## config.mk

```make
export PLATFORM = sky130hd
export DESIGN_NAME = seg_scan_display
export DESIGN_NICKNAME = d
export VERILOG_FILES = /design/src/rtl/seg_scan_display_pkg.sv /design/src/rtl/seg_scan_display_seg7_decode.sv /design/src/rtl/seg_scan_display.sv
export SDC_FILE = /design/constraint.sdc
export NUM_CORES = 1
export LEC_CHECK = 0
export CAP_MARGIN = 20
export CORE_UTILIZATION = 45
export CTS_CLUSTER_DIAMETER = 30
export DETAILED_ROUTE_END_ITERATION = 8
export PLACE_DENSITY = 0.66
export SKIP_LAST_GASP = 1
export SYNTH_ARGS = -nofsm -noshare
export SYNTH_HDL_FRONTEND = slang
export SYNTH_SLANG_ARGS = --single-unit
```

## constraint.sdc

```tcl
create_clock -name clk -period 8.55 [get_ports clk]
set_input_delay 2.565 -clock clk [delete_from_list [all_inputs] [get_ports clk]]
set_output_delay 2.565 -clock clk [all_outputs]
set_load 0.005 [all_outputs]
```

## src/rtl/seg_scan_display_pkg.sv

```systemverilog
// Shared constants for the 8-digit multiplexed 7-segment display:
// glyph codes, raw segment patterns (bit order g..a) and scan FSM states.
package seg_scan_display_pkg;

  localparam int NUM_DIGITS = 8;

  localparam logic [4:0] CODE_BLANK = 5'd16;
  localparam logic [4:0] CODE_MINUS = 5'd17;
  localparam logic [4:0] CODE_R     = 5'd18;
  localparam logic [4:0] CODE_O     = 5'd19;
  localparam logic [4:0] CODE_N     = 5'd20;

  localparam logic [6:0] SEG_0     = 7'h3F;
  localparam logic [6:0] SEG_1     = 7'h06;
  localparam logic [6:0] SEG_2     = 7'h5B;
  localparam logic [6:0] SEG_3     = 7'h4F;
  localparam logic [6:0] SEG_4     = 7'h66;
  localparam logic [6:0] SEG_5     = 7'h6D;
  localparam logic [6:0] SEG_6     = 7'h7D;
  localparam logic [6:0] SEG_7     = 7'h07;
  localparam logic [6:0] SEG_8     = 7'h7F;
  localparam logic [6:0] SEG_9     = 7'h6F;
  localparam logic [6:0] SEG_A     = 7'h77;
  localparam logic [6:0] SEG_B     = 7'h7C;
  localparam logic [6:0] SEG_C     = 7'h39;
  localparam logic [6:0] SEG_D     = 7'h5E;
  localparam logic [6:0] SEG_E     = 7'h79;
  localparam logic [6:0] SEG_F     = 7'h71;
  localparam logic [6:0] SEG_MINUS = 7'h40;
  localparam logic [6:0] SEG_R     = 7'h50;
  localparam logic [6:0] SEG_O     = 7'h5C;
  localparam logic [6:0] SEG_N     = 7'h54;
  localparam logic [6:0] SEG_BLANK = 7'h00;

  typedef enum logic [0:0] {
    ST_SHOW  = 1'b0,
    ST_BLANK = 1'b1
  } scan_state_e;

endpackage

```

## src/rtl/seg_scan_display_seg7_decode.sv

```systemverilog
// Combinational glyph decoder: 5-bit display code to active-high g..a segments.
// Codes outside the defined glyph set render as blank.
module seg7_decode
  import seg_scan_display_pkg::*;
(
  input  logic [4:0] code,
  output logic [6:0] seg
);

  // glyph lookup
  always_comb begin
    seg = SEG_BLANK;
    case (code)
      5'd0:       seg = SEG_0;
      5'd1:       seg = SEG_1;
      5'd2:       seg = SEG_2;
      5'd3:       seg = SEG_3;
      5'd4:       seg = SEG_4;
      5'd5:       seg = SEG_5;
      5'd6:       seg = SEG_6;
      5'd7:       seg = SEG_7;
      5'd8:       seg = SEG_8;
      5'd9:       seg = SEG_9;
      5'd10:      seg = SEG_A;
      5'd11:      seg = SEG_B;
      5'd12:      seg = SEG_C;
      5'd13:      seg = SEG_D;
      5'd14:      seg = SEG_E;
      5'd15:      seg = SEG_F;
      CODE_MINUS: seg = SEG_MINUS;
      CODE_R:     seg = SEG_R;
      CODE_O:     seg = SEG_O;
      CODE_N:     seg = SEG_N;
      default:    seg = SEG_BLANK;
    endcase
  end

endmodule

```

## src/rtl/seg_scan_display.sv

```systemverilog
// Time-multiplexed 8-digit 7-segment driver with pending/active double buffering
// so a producer update is only ever applied at a frame boundary.
module seg_scan_display
  import seg_scan_display_pkg::*;
#(
  parameter int DIGIT_CYC  = 1500,
  parameter int BLANK_CYC  = 64,
  parameter bit SEG_ACT_LO = 1'b1,
  parameter bit SEL_ACT_LO = 1'b1
) (
  input  logic        clk,
  input  logic        rst,
  input  logic [39:0] seg_data,
  input  logic [7:0]  seg_data_en,
  input  logic [7:0]  seg_dot_en,
  input  logic        load,
  output logic [7:0]  seg_led,
  output logic [7:0]  seg_sel,
  output logic        frame_done
);

  localparam int CNT_W = $clog2(DIGIT_CYC);
  localparam logic [CNT_W-1:0] CNT_LAST = CNT_W'(DIGIT_CYC - 1);
  localparam logic [CNT_W-1:0] SHOW_END = CNT_W'(DIGIT_CYC - BLANK_CYC);
  localparam logic [2:0]       IDX_LAST = 3'(NUM_DIGITS - 1);
  localparam logic [7:0]       LED_OFF  = SEG_ACT_LO ? 8'hFF : 8'h00;
  localparam logic [7:0]       SEL_OFF  = SEL_ACT_LO ? 8'hFF : 8'h00;

  logic [CNT_W-1:0] cnt_r, cnt_nxt_s;
  logic [2:0]       idx_r, idx_nxt_s;
  scan_state_e      state_r, state_nxt_s;
  logic             boundary_s;

  logic [39:0] pend_data_r, act_data_r;
  logic [7:0]  pend_en_r, pend_dot_r, act_en_r, act_dot_r;
  logic        dirty_r;

  logic [5:0]  bit_base_s;
  logic [4:0]  cur_code_s;
  logic [6:0]  glyph_s;
  logic [7:0]  led_raw_s, sel_raw_s;
  logic [7:0]  seg_led_r, seg_sel_r;
  logic        frame_done_r;

  // slot counter and digit index sequencing
  always_comb begin
    cnt_nxt_s = cnt_r;
    idx_nxt_s = idx_r;
    if (cnt_r == CNT_LAST) begin
      cnt_nxt_s = '0;
      idx_nxt_s = idx_r + 3'd1;
    end else begin
      cnt_nxt_s = cnt_r + {{(CNT_W-1){1'b0}}, 1'b1};
      idx_nxt_s = idx_r;
    end
    boundary_s = (cnt_r == CNT_LAST) && (idx_r == IDX_LAST);
  end

  // state register: counter, index and scan FSM
  always_ff @(posedge clk or posedge rst) begin
    if (rst) begin
      cnt_r   <= '0;
      idx_r   <= 3'd0;
      state_r <= ST_SHOW;
    end else begin
      cnt_r   <= cnt_nxt_s;
      idx_r   <= idx_nxt_s;
      state_r <= state_nxt_s;
    end
  end

  // next-state: blank the tail of every slot, show again at the next slot start
  always_comb begin
    state_nxt_s = state_r;
    case (state_r)
      ST_SHOW: begin
        if (cnt_nxt_s == SHOW_END) state_nxt_s = ST_BLANK;
        else                       state_nxt_s = ST_SHOW;
      end
      ST_BLANK: begin
        if (cnt_nxt_s == '0) state_nxt_s = ST_SHOW;
        else                 state_nxt_s = ST_BLANK;
      end
      default: state_nxt_s = ST_SHOW;
    endcase
  end

  // pending capture on load; active swap only at the frame boundary
  always_ff @(posedge clk or posedge rst) begin
    if (rst) begin
      pend_data_r <= {NUM_DIGITS{CODE_BLANK}};
      pend_en_r   <= 8'h00;
      pend_dot_r  <= 8'h00;
      act_data_r  <= {NUM_DIGITS{CODE_BLANK}};
      act_en_r    <= 8'h00;
      act_dot_r   <= 8'h00;
      dirty_r     <= 1'b0;
    end else begin
      if (load) begin
        pend_data_r <= seg_data;
        pend_en_r   <= seg_data_en;
        pend_dot_r  <= seg_dot_en;
      end
      if (boundary_s) begin
        dirty_r <= 1'b0;
        if (load) begin
          act_data_r <= seg_data;
          act_en_r   <= seg_data_en;
          act_dot_r  <= seg_dot_en;
        end else if (dirty_r) begin
          act_data_r <= pend_data_r;
          act_en_r   <= pend_en_r;
          act_dot_r  <= pend_dot_r;
        end
      end else if (load) begin
        dirty_r <= 1'b1;
      end
    end
  end

  assign bit_base_s = {3'b000, idx_r} * 6'd5;
  assign cur_code_s = act_data_r[bit_base_s +: 5];

  seg7_decode u_decode (
    .code (cur_code_s),
    .seg  (glyph_s)
  );

  // output decode: select and segments for the current slot, all off while blanking
  always_comb begin
    sel_raw_s = 8'h00;
    led_raw_s = 8'h00;
    case (state_r)
      ST_SHOW: begin
        sel_raw_s = 8'h01 << idx_r;
        if (act_en_r[idx_r]) led_raw_s = {act_dot_r[idx_r], glyph_s};
        else                 led_raw_s = 8'h00;
      end
      ST_BLANK: begin
        sel_raw_s = 8'h00;
        led_raw_s = 8'h00;
      end
      default: begin
        sel_raw_s = 8'h00;
        led_raw_s = 8'h00;
      end
    endcase
  end

  // registered pin drivers; frame_done is high during the boundary cycle itself
  always_ff @(posedge clk or posedge rst) begin
    if (rst) begin
      seg_led_r    <= LED_OFF;
      seg_sel_r    <= SEL_OFF;
      frame_done_r <= 1'b0;
    end else begin
      seg_led_r    <= SEG_ACT_LO ? ~led_raw_s : led_raw_s;
      seg_sel_r    <= SEL_ACT_LO ? ~sel_raw_s : sel_raw_s;
      frame_done_r <= (cnt_nxt_s == CNT_LAST) && (idx_nxt_s == IDX_LAST);
    end
  end

  assign seg_led    = seg_led_r;
  assign seg_sel    = seg_sel_r;
  assign frame_done = frame_done_r;

endmodule

```

==> results.sh <==
export IMPL_numCtsBuffers=17
export IMPL_cts_resized=0
export IMPL_grt_overflow=0
export IMPL_tightest_slew_ps=949.9
export IMPL_syn_nets=557
export IMPL_dr_pass1_iters=4
export IMPL_wl_per_cell_um=17.16
export IMPL_synth_area_leader_cell="dfrtp_1"
export IMPL_rsz0062_at_grt="no"
export IMPL_fp_dieH_um=123.7
export IMPL_netlist_area_sq_um=6668
export IMPL_layout_nets=629
export IMPL_synth_top_area_share_pct=42.41
export IMPL_synth_edf_count=0
export IMPL_htree_levels=4
export IMPL_crit_start="load"
export IMPL_outcome="finished, final reports clean"
export IMPL_clkLatencyLatePin_ps=420
export IMPL_syn_to_final_growth_pct=21.37
export IMPL_cp_arrival_ps=4800
export IMPL_final_hold_violation_count=0
export IMPL_via_per_inst=5.330
export IMPL_end_kind="register"
export IMPL_fmax_mhz=222.6
export IMPL_ir_worst_vdd_v=0.0001341
export IMPL_cts_setup_buffers=0
export IMPL_first_iter_violations=196
export IMPL_cp_required_ps=8850
export IMPL_grt_max_degree=79
export IMPL_cts_sinks=145
export IMPL_drive_gt1_share_pct=28.57
export IMPL_grtUsageMet2_pct=29.86
export IMPL_seq_area_frac_synth_pct=55.02
export IMPL_hold_path_class="reg -> reg"
export IMPL_io_pins=76
export IMPL_setup_worst_path_start_class="primary input"
export IMPL_syn_avg_cell_area_sq_um=13.83
export IMPL_io_buffers=75
export IMPL_grt_pass1_wl_um=21400
export IMPL_clock_skew_ps=7.008
export IMPL_grt_util_all_layers_pct=19.15
export IMPL_ys_seq_elements=145
export IMPL_cp_max_fo=57
export IMPL_stdcell_count=751
export IMPL_use_met3_pct=5.128
export IMPL_netlist_cell_type_count=64
export IMPL_n_antenna_cell=0
export IMPL_p_sw_uw=335.3
export IMPL_seq_power_share_pct=46.6
export IMPL_clockBufferDepth=2
export IMPL_worstSetupPathType="in -> reg"
export IMPL_row_count=44
export IMPL_dieArea_sq_um=15310
export IMPL_antenna_left=0
export IMPL_power_density_nw_per_um2=196.4
export IMPL_setup_tns_ps=0
export IMPL_fin_crit_ps=4491
export IMPL_synthCells=482
export IMPL_vias=4003
export IMPL_cts_clk_slew_worst_paths_ps=60
export IMPL_hold_depth=1
export IMPL_cts_hold_buf=0
export IMPL_grt_pass1_vias=4049
export IMPL_p_leak_uw=0.003541
export IMPL_finalCritPeriodShare_pct=52.53
export IMPL_hp_start="act_dot_r[2]"
export IMPL_die_w_um=123.7
export IMPL_synthArstFlopShare_pct=100.0
export IMPL_p_sw_share_pct=21.10
export IMPL_root_buffer="clkbuf_16"
export IMPL_place_gp_congestion=0.7832
export IMPL_synthTopCellsByCount="113 x dfrtp_1, 78 x mux2_2, 40 x mux2_1"
export IMPL_cts_tree="built"
export IMPL_ys_top_cells_by_area="dfrtp_1 42%, mux2_2 13%, dfstp_2 13%"
export IMPL_clkPwrFrac_pct=46.1
export IMPL_synth_most_common_cell="dfrtp_1"
export IMPL_drt_total_wl_um=12890
export IMPL_dp_hpwl_um=8788
export IMPL_top_usage_layer="met2"
export IMPL_relSlewSlack_pct=36.68
export IMPL_power_frac_comb_pct=7.3
export IMPL_reg2reg_depth=7
export IMPL_met1_usage_pct=25.85
export IMPL_drc_errors=0
export IMPL_maxCapViolCount=0
export IMPL_core_area_sq_um=14480
export IMPL_synth_ff_type="dfrtp_1"
export IMPL_placed_cells=719
export IMPL_yosys_warnings=0
export IMPL_antenna_found_initial=0
export IMPL_initial_core_util_pct=46.05
export IMPL_finalSetupViolCount=0
export IMPL_maxSlewViolCount=0
export IMPL_r2r_start="cnt_r[0]"
export IMPL_p_int_uw=1254
[stage by stage]
step	worst slack, ps	util (%)	hold WS (ps)	area, sq um	total power [uW]
3_3_place_gp	3664	51.80	463.1	7500	867.6
6_report	4059	55.89	476.9	8093	1589
4_1_cts	4024	55.89	482.2	8093	1613
2_1_floorplan	2143	-	449.1	6668	816.8
3_5_place_dp	3577	51.80	468.7	7500	871.2
5_1_grt	3875	55.89	500.4	8093	1659
[power by group through the flow]
stage / registers [uW] / clock network (uW) / logic [uW]
2_1_floorplan: 749 / 0 / 68.1
3_3_place_gp: 751 / 0 / 116
3_5_place_dp: 753 / 0 / 118
4_1_cts: 742 / 752 / 119
5_1_grt: 745 / 785 / 128
6_report: 741 / 732 / 116
[sequential cells by signal (all words and copies together) (netlist names), 3 cells and up]
| register | flops |
|---|---|
| seg_led | 8 |
| act_dot_r | 8 |
| pend_data_r | 40 |
| pend_dot_r | 8 |
| act_en_r | 8 |
| act_data_r | 40 |
| pend_en_r | 8 |
| seg_sel | 8 |
| idx_r | 3 |
| cnt_r | 11 |
[final cells by class]
class / instances / area (sq um)
fillers: 1192 / 6386
well taps: 184 / 230.2
clock inverters: 8 / 101.3
clock buffers: 24 / 491.7
flip-flops and latches: 145 / 3669
inverters: 13 / 53.80
multi-input cells: 298 / 2771
repair buffers: 79 / 775.7
[layer usage]
metal  routed length (um)  up-vias  share of wire [%]
li1                     -     1870                  -
met1                 6016     2036                 47
met2                 6220       81                 48
met3                  476       16                3.7
met4                  173        0                1.3
met5                    0        -                  0
[kinds of logic after synthesis]
group           share of synthesized area [%]
flops                                   55.02
mux                                     26.06
simple gates                            7.581
buf+inv                                 3.415
compound gates                          3.997
fa+ha+maj                               3.002
xor+xnor                               0.9195
[critical path, stage by stage]
cell,delay (ps)
buf_2,80
buf_4,570
nor2_1,200
nor2_4,370
buf_4,560
mux2_2,400
[layout by cell type (no fill, tap or decap), types with 11 or more instances in the layout]
cell,synthesis,routed
nand2_1,27,27
mux2_1,40,40
dfstp_2,32,32
ha_1,16,16
clkbuf_16,0,17
inv_1,12,11
nor2_1,19,19
nand3_1,13,13
clkdlybuf4s50_1,0,74
mux2_2,78,78
dfrtp_1,113,113
[worst paths after layout]
| kind | end | slack [ps] |
|---|---|---|
| setup / recovery | act_data_r[8] | 4060 |
| hold / removal | act_dot_r[2] | 480 |
| setup reg to reg | act_data_r[8] | 5390 |
| hold reg to reg | act_dot_r[2] | 480 |
| max in group asynchronous | act_en_r[2] | 4560 |
| min in group asynchronous | pend_data_r[15] | 2600 |
No activity file was read; power rests on OpenSTA's default activity.
